==> config.mk <==
export PLATFORM = sky130hd
export DESIGN_NAME = instr_fetch
export DESIGN_NICKNAME = d
export VERILOG_FILES = /design/src/rtl/instr_fetch.sv
export SDC_FILE = /design/constraint.sdc
export NUM_CORES = 1
export LEC_CHECK = 0
export ABC_AREA = 1
export CORE_UTILIZATION = 44
export DETAILED_ROUTE_END_ITERATION = 10
export GPL_TIMING_DRIVEN = 1
export HOLD_SLACK_MARGIN = 0.02
export PLACE_DENSITY = 0.77
export SYNTH_ARGS = -nofsm -noshare
export SYNTH_HDL_FRONTEND = slang
export SYNTH_SLANG_ARGS = --single-unit
==> constraint.sdc <==
create_clock -name i_clock -period 2.4 [get_ports i_clock]
set_input_delay 0.6 -clock i_clock [delete_from_list [all_inputs] [get_ports i_clock]]
set_output_delay 0.6 -clock i_clock [all_outputs]
set_load 0.03 [all_outputs]
==> src/rtl/instr_fetch.sv <==
// instr_fetch: single-outstanding instruction fetch sequencer.
// Drives the PC update strobe, the memory request and the fetched-instruction handshake.
module instr_fetch #(
  parameter int unsigned MAX_WAIT = 255
) (
  input  logic        i_clock,
  input  logic        i_reset,
  input  logic        i_fetch_en,
  input  logic [31:0] i_current_pc,
  output logic        o_pc_write,
  output logic [31:0] o_next_pc,
  output logic        o_mem_req,
  output logic [31:0] o_mem_addr,
  input  logic        i_mem_ready,
  input  logic [31:0] i_mem_rdata,
  output logic        o_instr_valid,
  input  logic        i_instr_ready,
  output logic [31:0] o_instr,
  output logic [31:0] o_instr_pc,
  input  logic        i_redirect_valid,
  input  logic [31:0] i_redirect_target,
  output logic        o_fetch_fault,
  output logic [1:0]  o_fault_cause
);

  typedef enum logic [2:0] {
    S_IDLE,
    S_REQ,
    S_UPDATE,
    S_HOLD,
    S_FAULT
  } state_t;

  localparam logic [7:0] LP_MAX = 8'(MAX_WAIT);
  localparam logic [1:0] LP_C_TIMEOUT = 2'b01;
  localparam logic [1:0] LP_C_ALIGN   = 2'b10;

  state_t      r_state;
  logic [7:0]  r_wait_cnt;
  logic [31:0] r_pend;
  logic        r_squash;
  logic [31:0] r_instr;
  logic [31:0] r_instr_pc;
  logic [1:0]  r_cause;

  logic        w_in_req;
  logic        w_in_upd;
  logic        w_misalign;
  logic        w_timeout;
  logic [31:0] w_seq_pc;
  logic [31:0] w_upd_pc;
  state_t      w_resume;

  assign w_in_req   = (r_state == S_REQ);
  assign w_in_upd   = (r_state == S_UPDATE);
  assign w_misalign = |i_current_pc[1:0];
  // A zero limit never matches because the check is gated on LP_MAX.
  assign w_timeout  = (LP_MAX != 8'd0)
                   && (r_wait_cnt == LP_MAX)
                   && !i_mem_ready;
  assign w_seq_pc   = r_instr_pc + 32'd4;
  assign w_resume   = i_fetch_en ? S_REQ : S_IDLE;

  // Late redirect beats a parked one, which beats the sequential PC.
  always_comb begin
    w_upd_pc = w_seq_pc;
    if (i_redirect_valid)
      w_upd_pc = i_redirect_target;
    else if (r_squash)
      w_upd_pc = r_pend;
  end

  // Address tracks the live PC so a request never names a stale address.
  assign o_mem_req     = w_in_req && !w_misalign;
  assign o_mem_addr    = w_in_req ? i_current_pc : 32'd0;
  assign o_pc_write    = w_in_upd;
  assign o_next_pc     = w_in_upd ? w_upd_pc : 32'd0;
  assign o_instr_valid = (r_state == S_HOLD);
  assign o_instr       = r_instr;
  assign o_instr_pc    = r_instr_pc;
  assign o_fetch_fault = (r_state == S_FAULT);
  assign o_fault_cause = r_cause;

  // Fetch sequencer: state, wait counter, redirect parking and capture.
  always_ff @(posedge i_clock) begin
    if (i_reset) begin
      r_state    <= S_IDLE;
      r_wait_cnt <= 8'd0;
      r_pend     <= 32'd0;
      r_squash   <= 1'b0;
      r_instr    <= 32'd0;
      r_instr_pc <= 32'd0;
      r_cause    <= 2'b00;
    end else begin
      unique case (r_state)
        S_IDLE: begin
          if (i_redirect_valid) begin
            r_pend   <= i_redirect_target;
            r_squash <= 1'b1;
            r_state  <= S_UPDATE;
          end else if (i_fetch_en) begin
            r_wait_cnt <= 8'd0;
            r_state    <= S_REQ;
          end
        end
        S_REQ: begin
          if (w_misalign) begin
            r_cause <= LP_C_ALIGN;
            r_state <= S_FAULT;
          end else if (i_mem_ready) begin
            r_instr    <= i_mem_rdata;
            r_instr_pc <= i_current_pc;
            r_state    <= S_UPDATE;
            if (i_redirect_valid) begin
              r_pend   <= i_redirect_target;
              r_squash <= 1'b1;
            end
          end else if (w_timeout) begin
            r_cause <= LP_C_TIMEOUT;
            r_state <= S_FAULT;
          end else begin
            r_wait_cnt <= r_wait_cnt + 8'd1;
            if (i_redirect_valid) begin
              r_pend   <= i_redirect_target;
              r_squash <= 1'b1;
            end
          end
        end
        S_UPDATE: begin
          if (r_squash) begin
            r_squash   <= 1'b0;
            r_wait_cnt <= 8'd0;
            r_state    <= w_resume;
          end else begin
            r_state <= S_HOLD;
          end
        end
        S_HOLD: begin
          if (i_redirect_valid) begin
            r_pend   <= i_redirect_target;
            r_squash <= 1'b1;
            r_state  <= S_UPDATE;
          end else if (i_instr_ready) begin
            r_wait_cnt <= 8'd0;
            r_state    <= w_resume;
          end
        end
        S_FAULT: begin
          r_state <= S_FAULT;
        end
        default: begin
          r_state <= S_IDLE;
        end
      endcase
    end
  end

endmodule

# ---- Word-level counts from Yosys, hierarchy flattened
# Cells that the tools add are included.
# Widths: inputs -> output; s select.
dict set report totals {
  mem_bits_ro 0
  latch_bits 0
  n_memories 0
  out_inout_bits 134
  wordCells 81
  in_bits 102
  regBits 110
  ramBits 0
}
dict set report classes {
  n_reduce_logical 17
  n_div 0
  n_bitwise 1
  n_shift 0
  n_eq_ne 18
  add_sub_neg 2
  mul 0
  order_cmp 0
  muxes 36
}
# op count
set op_table {}
lappend op_table {{$mux 32} 8}
lappend op_table {{$mux 8} 8}
lappend op_table {{$pmux 32 s2} 1}
lappend op_table {{$add 32x3->32 const B} 1}
lappend op_table {{$pmux 8 s4} 1}
lappend op_table {{$mux 3} 7}
lappend op_table {{$pmux 3 s5} 1}
lappend op_table {{$reduce_and 3->1} 5}
lappend op_table {{$ne 2x2->1 const B} 7}
lappend op_table {{$reduce_and 9->1} 1}
lappend op_table {{$add 8x1->8 const B} 1}
lappend op_table {{$eq 8x8->1 const B} 1}
lappend op_table {{$mux 2} 4}
lappend op_table {{$eq 3x2->1 const B} 2}
lappend op_table {{$ne 3x3->1 const B} 2}
lappend op_table {{$mux 1} 5}
lappend op_table {{$ne 2x1->1 const B} 2}
lappend op_table {{$ne 4x2->1 const B} 1}
lappend op_table {{$reduce_bool 2->1} 2}
lappend op_table {{$reduce_bool 4->1} 1}
lappend op_table {{$reduce_or 2->1} 2}
lappend op_table {{$eq 3x1->1 const B} 1}
lappend op_table {{$eq 3x3->1 const B} 1}
lappend op_table {{$logic_not 3->1} 1}
lappend op_table {{6 further kinds} 8}

# ---- Longest topological paths before layout
# Gate-level depths: netlist (run 1).
dict set report depth {
  depth_word 6
  ltp_mapped 11
  mapped_depth_nobuf 10
}

# ---- Least setup slack after synthesis (run 1)
# Ideal clock, no wire load.
dict set report synth_timing {
  path_type {register to output}
  startpoint {reg r_instr_pc[3] (netlist: o_instr_pc[3])}
  endpoint {out o_next_pc[14]}
  arrival_time_ns 1.974
  n_path_buf 0
  slack_ns -0.174
  required_ns 1.800
  path_stages_with_launch 9
  path_cell_list {dfxtp_1 ha_1 nand2_1 nor2_1 nand2_2 nor2_2 xor2_1 nand2_1 a21oi_1}
}
dict set report synth_via {
  elab_chain_len 4
}
# item line
set synth_lines {}
lappend synth_lines {{start: declaration} 43} ;# logic [31:0] r_instr_pc;
lappend synth_lines {{start signal: assignment} 112} ;# r_instr_pc <= i_current_pc;
lappend synth_lines {{$add 32x3->32} 61} ;# assign w_seq_pc = r_instr_pc + 32'd4;
lappend synth_lines {{$mux 32} 69} ;# else if (r_squash)
lappend synth_lines {{$mux 32} 67} ;# if (i_redirect_valid)
lappend synth_lines {{$mux 32} 77} ;# assign o_next_pc = w_in_upd ? w_upd_pc : 32'd0;
lappend synth_lines {{end: declaration} 11} ;# output logic [31:0] o_next_pc,
# Every way passes these cells.

# ---- Worst setup path after layout (run 1)
dict set report layout_timing {
  startpoint {reg r_instr_pc[4] (netlist: o_instr_pc[4])}
  endpoint {out o_next_pc[19]}
}
# Same word-level chain as after synthesis.

==> results.toml, run 1 <==
[finish]
final_core_occ_pct = 72.53
layout.area.seq_um2 = 2255
post_route_cells_drive_above_1_share_pct = 23.32
area_of_combinational_cells_with_multiple_inputs_um2 = 3560
diodes = 0
fillCellCount = 1076
fin_nets = 1287
area_growth_syn_to_layout_pct = 60.97

[yosys]
postSynth.asyncResetShare_pct = 0
yosysSeqAreaShare_pct = 37.05
synth_nets = 1031
synth_enable_flop_cells = 0
yosys.cell_count.top_type = "nor2_1"
syn-instance-count = 927
synth.top_cells.by_area = "dfxtp_1 37%, nor2_1 14%, o21ai_0 9.8%"
synth_warnings = 0
synth_cell_types = 35
synthDominantAreaCellType = "dfxtp_1"
netlist_area_um2 = 5943
synth_ff_type = "dfxtp_1"
yosys-top-cells-count = "221 x nor2_1, 147 x nand2_1, 116 x o21ai_0"
synth_seq_cells = 110
syn-mean-instance-area_um2 = 6.411
area_share_of_the_largest_cell_type_after_synthesis_pct = 37.05

[cts]
cts.reportedPaths.clkPinSlew_ns = 0.07
clk-insertion-delay-late_ns = 0.35
cts_tree = "built"
cts-root-buf = "clkbuf_16"
max-clock-path-buffers = 2
clkSinkCount = 110
htree_depth = 3
cts_buffers = 9

[worst_setup_path]
critical_path.startpoint_type = "flop"
crit_slowest_cell = "dfxtp_2"
critical-path-top-delay-family = "simple AND/OR/NAND/NOR gates"
critical_path.max_stage_delay_ns = 0.35
critPathBufInv = 2
cp_data_required_time_ns = 1.80
worst-endpoint-arrival_ns = 1.94
critical_path.cell_chain = "buf_6 > nand2_4 > nor2_4 > nand2_4 > nor2_4 > nand3b_1 > nand2_1 > nand2_1 > a21oi_2 > buf_6"
cp_max_fo = 4
end_kind = "output port"
timing.setup.critical_path_class = "reg -> out"

[pwr]
power_frac_clock_pct = 29.6
pwr-share-seq_pct = 35.1
p_int_mw = 3.985
power_frac_comb_pct = 35.3
power_per_cell_area_nw_per_um2 = 635.8
vdd_drop_max_v = 0.0004710
switching_share_pct = 34.49
leakagePower_nw = 3.840
switching_power_mw = 2.098

[placement]
dp_worst_slack_ns = -0.1840
port-buffer-count = 235
gp_congestion = 0.9308
hpwlAfterDp_um = 15020

[sta]
final.setup_skew_ns = 0.005717
worst_slew_pin_slew_ns = 0.5940
maxClockFrequency_mhz = 393.3
final_hold_violations = 0
layout_worst_path_cycle_share_pct = 105.9
rsz0062_at_grt = "true"
setup_violations = 22
setup_ws_post_layout_ns = -0.1427
max-slew-margin-rel_pct = 60.34
slew_violations = 0
finalWorstPathRequiredPeriod_ns = 2.543
setup_total_negative_slack_ns = -1.059

[route]
vias_per_cell = 5.194
route.detailed.drc = 0
dr_vias = 7084
detail_route.iter0.violations = 346
drt_pass1_iterations = 5
finalWirelength_um = 20640
number_of_antenna_violating_nets_in_the_routed_design = 0
drt-wirelength-per-cell_um = 15.13

[run]
cap_violations = 0

[global_route]
grt_use_met1_pct = 31.37
number_of_global_route_vias_before_repair = 6659
grt_remaining_overflow = 0
grt_busiest_layer = "met2"
antenna_violations_before_repair = 0
grt_total_usage_pct = 28.88
met2_usage_in_global_routing_pct = 52.28
pin_count_of_the_biggest_net_entering_global_routing = 37
wire_length_of_the_first_global_routing_pass_um = 32270
grt_use_met3_pct = 8.108

[floorplanning]
top_level_ports = 236
die_height_um = 118.2
die-area_um2 = 13980
rows = 42
initial_utilization_pct = 45.06
core_area_um2 = 13190
dieWidth_um = 118.2

[status]
run_status = "complete, but fails checks"
failed_checks = "setup timing"

[worst_hold_path]
hold_path.class = "reg -> reg"
cell usage in the layout, fill, tap and decap left out, drive strengths merged:
cell type,n
nand2,157
ha,2
clkdlybuf4s50,166
o21bai,6
xor2,7
o211ai,1
nand4,2
a31oi,2
buf,127
a21oi,89
nor2,233
clkbuf,12
bufinv,3
nand3b,7
xnor2,2
nor3,5
dfxtp,110
inv,75
o21ai,121
and2,2
or2,6
o31ai,1
nand3,48
dlygate4sd2,3
nor3b,1
state kept, by name, summed over array words and instances (netlist names):
register / count
o_fault_cause: 2
o_instr: 32
o_instr_pc: 32
r_pend: 32
r_squash: 1
r_state: 3
r_wait_cnt: 8
kinds of logic (layout without fill, tap and decap cells):
kind of cell	Yosys count	after routing	share of synthesized area, %
flip-flops	110	110	37.05
adder cells (fa/ha/maj)	2	2	0.4210
AND/OR/NAND/NOR	461	461	32.82
XOR/XNOR	9	9	1.326
buffers and inverters	125	386	9.474
AO/OA/AOI/OAI	220	220	18.91
final cells by class:
type / instances / area share, %
Clock buffer: 12 / 2.786
Clock inverter: 4 / 1.033
Inverter: 73 / 2.943
Multi-Input combinational cell: 692 / 37.21
Sequential cell: 110 / 23.57
Tap cell: 176 / 2.302
Timing Repair Buffer: 296 / 30.12
Timing Repair inverter: 1 / 0.03924
layer usage:
layer / up-vias / wire, µm
met1: 3266 / 8116
met3: 45 / 1643
met2: 271 / 10220
met5: - / 0
met4: 0 / 656
li1: 3502 / -
power by group through the flow:
stage	Sequential, mW	Combinational, mW	Clock (mW)
floorplan	2.22	1.20	0
global placement	2.17	2.03	0
detailed placement	2.17	2.04	0
CTS	2.13	2.08	1.82
global route	2.16	2.31	1.88
finish	2.14	2.14	1.80
timing repair:
item | CTS | global route
hold buffers | 0 | 0
pin swaps | 14 | 33
resized for setup | 69 | 75
gates cloned | 1 | 0
endpoints found under the setup margin | 60 | 26
buffers inserted | 2 | 15
per-stage QoR:
step           std cells  area, µm²  hold WS (ns)  total power, mW
3_5_place_dp        1330       8630        0.4515            4.216
2_1_floorplan        927       6028        0.4489            3.426
6_report            1364       9567        0.4571            6.083
4_1_cts             1349       9214        0.4630            6.036
5_1_grt             1364       9567        0.4947            6.354
3_3_place_gp        1330       8630        0.4514            4.194
worst register-to-register path: cells and delay by family, from the launching register on:
family,cells,cell delay (ns)
flip-flops,1,0.38
AND/OR/NAND/NOR,2,0.29
AO/OA/AOI/OAI,2,0.25
buffers and inverters,6,1.01
worst paths after layout:
| path | from | endpoint | slack (ns) | cells past startpoint |
|---|---|---|---|---|
| worst max-delay path | o_instr_pc[4] | o_next_pc[19] | -0.14 | 10 |
| worst min-delay path | o_instr_pc[0] | o_instr_pc[0] | 0.46 | 2 |
| worst max register to register | r_state[2] | o_instr_pc[23] | 0.40 | 10 |
| worst min register to register | o_instr_pc[0] | o_instr_pc[0] | 0.46 | 2 |
Note: power is estimated with default switching activity, not from simulation.
==> run 2: changes to the inputs <==
CAP_MARGIN = 15   (was default)
HOLD_SLACK_MARGIN = default   (was 0.02)
==> results of run 2 <==
The final DEF is identical to that of run 1; final timing and power are the same.
==> run 3: changes to the inputs <==
CAP_MARGIN = 10   (was 15)
REMOVE_ABC_BUFFERS = 1   (was default)
==> run 3 against run 2 <==
  * The run still ends with setup timing left
  * Clock skew increased by 0.0026 ns
  * Sequential share of layout area grew 0.56 points
  * Power fell by 2.5%
  * Maximum frequency rose by 1.4%
  * Clock-buffer cell count down 2
  * Non-clock buffer count down 13
  * Utilization shrank 1.4 points
  * Critical path depth did not move
  * First-iteration DRC count is 27% higher
  * Die area stayed put
  * Clock power down 7%
  * Hold slack improved by 0.0077 ns
  * Critical path type unchanged
  * Highest routed layer unchanged
==> results.toml, run 3 (synthesized netlist as in run 1, its figures left out) <==
[status]
run_status = "complete, but fails checks"
failed_checks = "setup timing"

[global_route]
grt_remaining_overflow = 0
grt_total_usage_pct = 28.68
pin_count_of_the_biggest_net_entering_global_routing = 87
antenna_violations_before_repair = 0
number_of_global_route_vias_before_repair = 6471
wire_length_of_the_first_global_routing_pass_um = 32220

[finish]
final_core_occ_pct = 71.13
layout.cells.most_common_list = "200 x nor2_1, 166 x clkdlybuf4s50_1, 137 x nand2_1, 113 x o21ai_0, 89 x dfxtp_1"
post_route_cells_drive_above_1_share_pct = 21.29
area_growth_syn_to_layout_pct = 57.87
fin_area_um2 = 9383
fin_nets = 1273
diodes = 0
stdcell_count = 1350
mostFrequentLayoutCell = "nor2_1"

[pwr]
vdd_drop_max_v = 0.0003924
power_per_cell_area_nw_per_um2 = 631.9
fin_total_pwr_mw = 5.929
leakagePower_nw = 3.797

[sta]
setup_ws_post_layout_ns = -0.1068
final.setup_skew_ns = 0.008268
max-slew-margin-rel_pct = 73.83
worst_slew_pin_slew_ns = 0.3913
finalWorstPathRequiredPeriod_ns = 2.507
slew_violations = 0
final_hold_violations = 0
setup_total_negative_slack_ns = -0.9948
rsz0062_at_grt = "true"
setup_violations = 20
maxClockFrequency_mhz = 398.9
layout_worst_path_cycle_share_pct = 104.4

[worst_setup_path]
cp_max_fo = 6
critical_path.startpoint_type = "flop"
worst-endpoint-arrival_ns = 1.91
timing.setup.critical_path_class = "reg -> out"
cp_data_required_time_ns = 1.80
end_kind = "output port"

[route]
dr_vias = 6850
route.detailed.drc = 0
number_of_antenna_violating_nets_in_the_routed_design = 0
detail_route.iter0.violations = 440
drt-wirelength-per-cell_um = 14.90
finalWirelength_um = 20110
vias_per_cell = 5.074
drt_pass1_iterations = 5

[cts]
max-clock-path-buffers = 2
cts.reportedPaths.clkPinSlew_ns = 0.07
htree_depth = 3
cts.hold.buffers_added = 0
cts_tree = "built"
cts_buffers = 9
clk-insertion-delay-late_ns = 0.36
cts-root-buf = "clkbuf_16"
clkSinkCount = 110

[placement]
port-buffer-count = 235
placed_cells_incl_taps = 1324
hpwlAfterDp_um = 14040
gp_congestion = 0.8472
postPlaceCellArea_um2 = 8537

[run]
cap_violations = 0

[floorplanning]
die-area_um2 = 13980
dieWidth_um = 118.2
top_level_ports = 236
core_area_um2 = 13190
initial_utilization_pct = 45.06
rows = 42
die_height_um = 118.2

[worst_hold_path]
hold_path.class = "reg -> reg"
==> run 3: cell types whose count changed in the layout (fill, tap and decap cells not counted), moves of 3 or more <==
cell        before  now
clkinvlp_4       0    3
dfxtp_2         18    7
buf_6           24   14
buf_12          12   15
dfxtp_1         84   89
nor2_2          21   18
buf_4           91   84
a21oi_2         11   16
a21oi_4          6    2
dfxtp_4          8   14
nand2_2         16   13
==> run 3: metrics by stage <==
step | hold WS [ns] | setup slack (ns)
finish | 0.4648 | -0.1068
global route | 0.4872 | -0.2166
CTS | 0.4671 | -0.1042
detailed placement | 0.4548 | -0.1507
global placement | 0.4541 | -0.1136
floorplan | 0.4495 | -0.1875
==> run 3: layer usage <==
metal / track usage (%) / routed length, µm
met5: 0 / 0
met3: 6.902 / 1519
met2: 47.76 / 9446
met1: 36.12 / 8779
met4: 9.776 / 363
==> run 3: power breakdown <==
part | switching (mW) | leakage [nW] | internal, mW | total (mW)
registers | 0.127 | 0.911 | 2.00 | 2.12
logic | 1.27 | 2.73 | 0.856 | 2.12
clock network | 0.731 | 0.153 | 0.952 | 1.68
==> run 3: final cells by class <==
cell class | count | area (µm²)
fill | 1122 | 3807
multi-input combinational | 692 | 3488
timing repair buffer | 283 | 2799
sequential | 110 | 2263
inverter | 73 | 279.0
clock buffer | 10 | 239.0
tap | 176 | 220.2
clock inverter | 6 | 93.84
==> run 3: what timing repair did <==
action / 4_1_cts / 5_1_grt
buffers inserted: 6 / 4
pin swaps: 27 / 40
gates cloned: 0 / 0
setup endpoints to repair: 24 / 33
endpoints found under the hold margin: 0 / 0
gates resized for setup: 79 / 60
==> run 3: worst paths after layout <==
kind / from / end / slack, ns / cells after the start
max: o_instr_pc[2] / o_next_pc[21] / -0.11 / 10
min: o_instr_pc[0] / o_instr_pc[0] / 0.46 / 2
max reg2reg: r_state[0] / o_instr_pc[8] / 0.56 / 8
min reg2reg: o_instr_pc[0] / o_instr_pc[0] / 0.46 / 2
==> run 3: critical path: stages, from the launching register on <==
cell     delay, ns
dfxtp_2       0.36
buf_6         0.12
inv_4         0.04
nor2_4        0.16
nand2_4       0.11
nor2_4        0.16
nand2_1       0.08
nand2_1       0.08
nand3_2       0.10
a21oi_4       0.19
buf_12        0.13
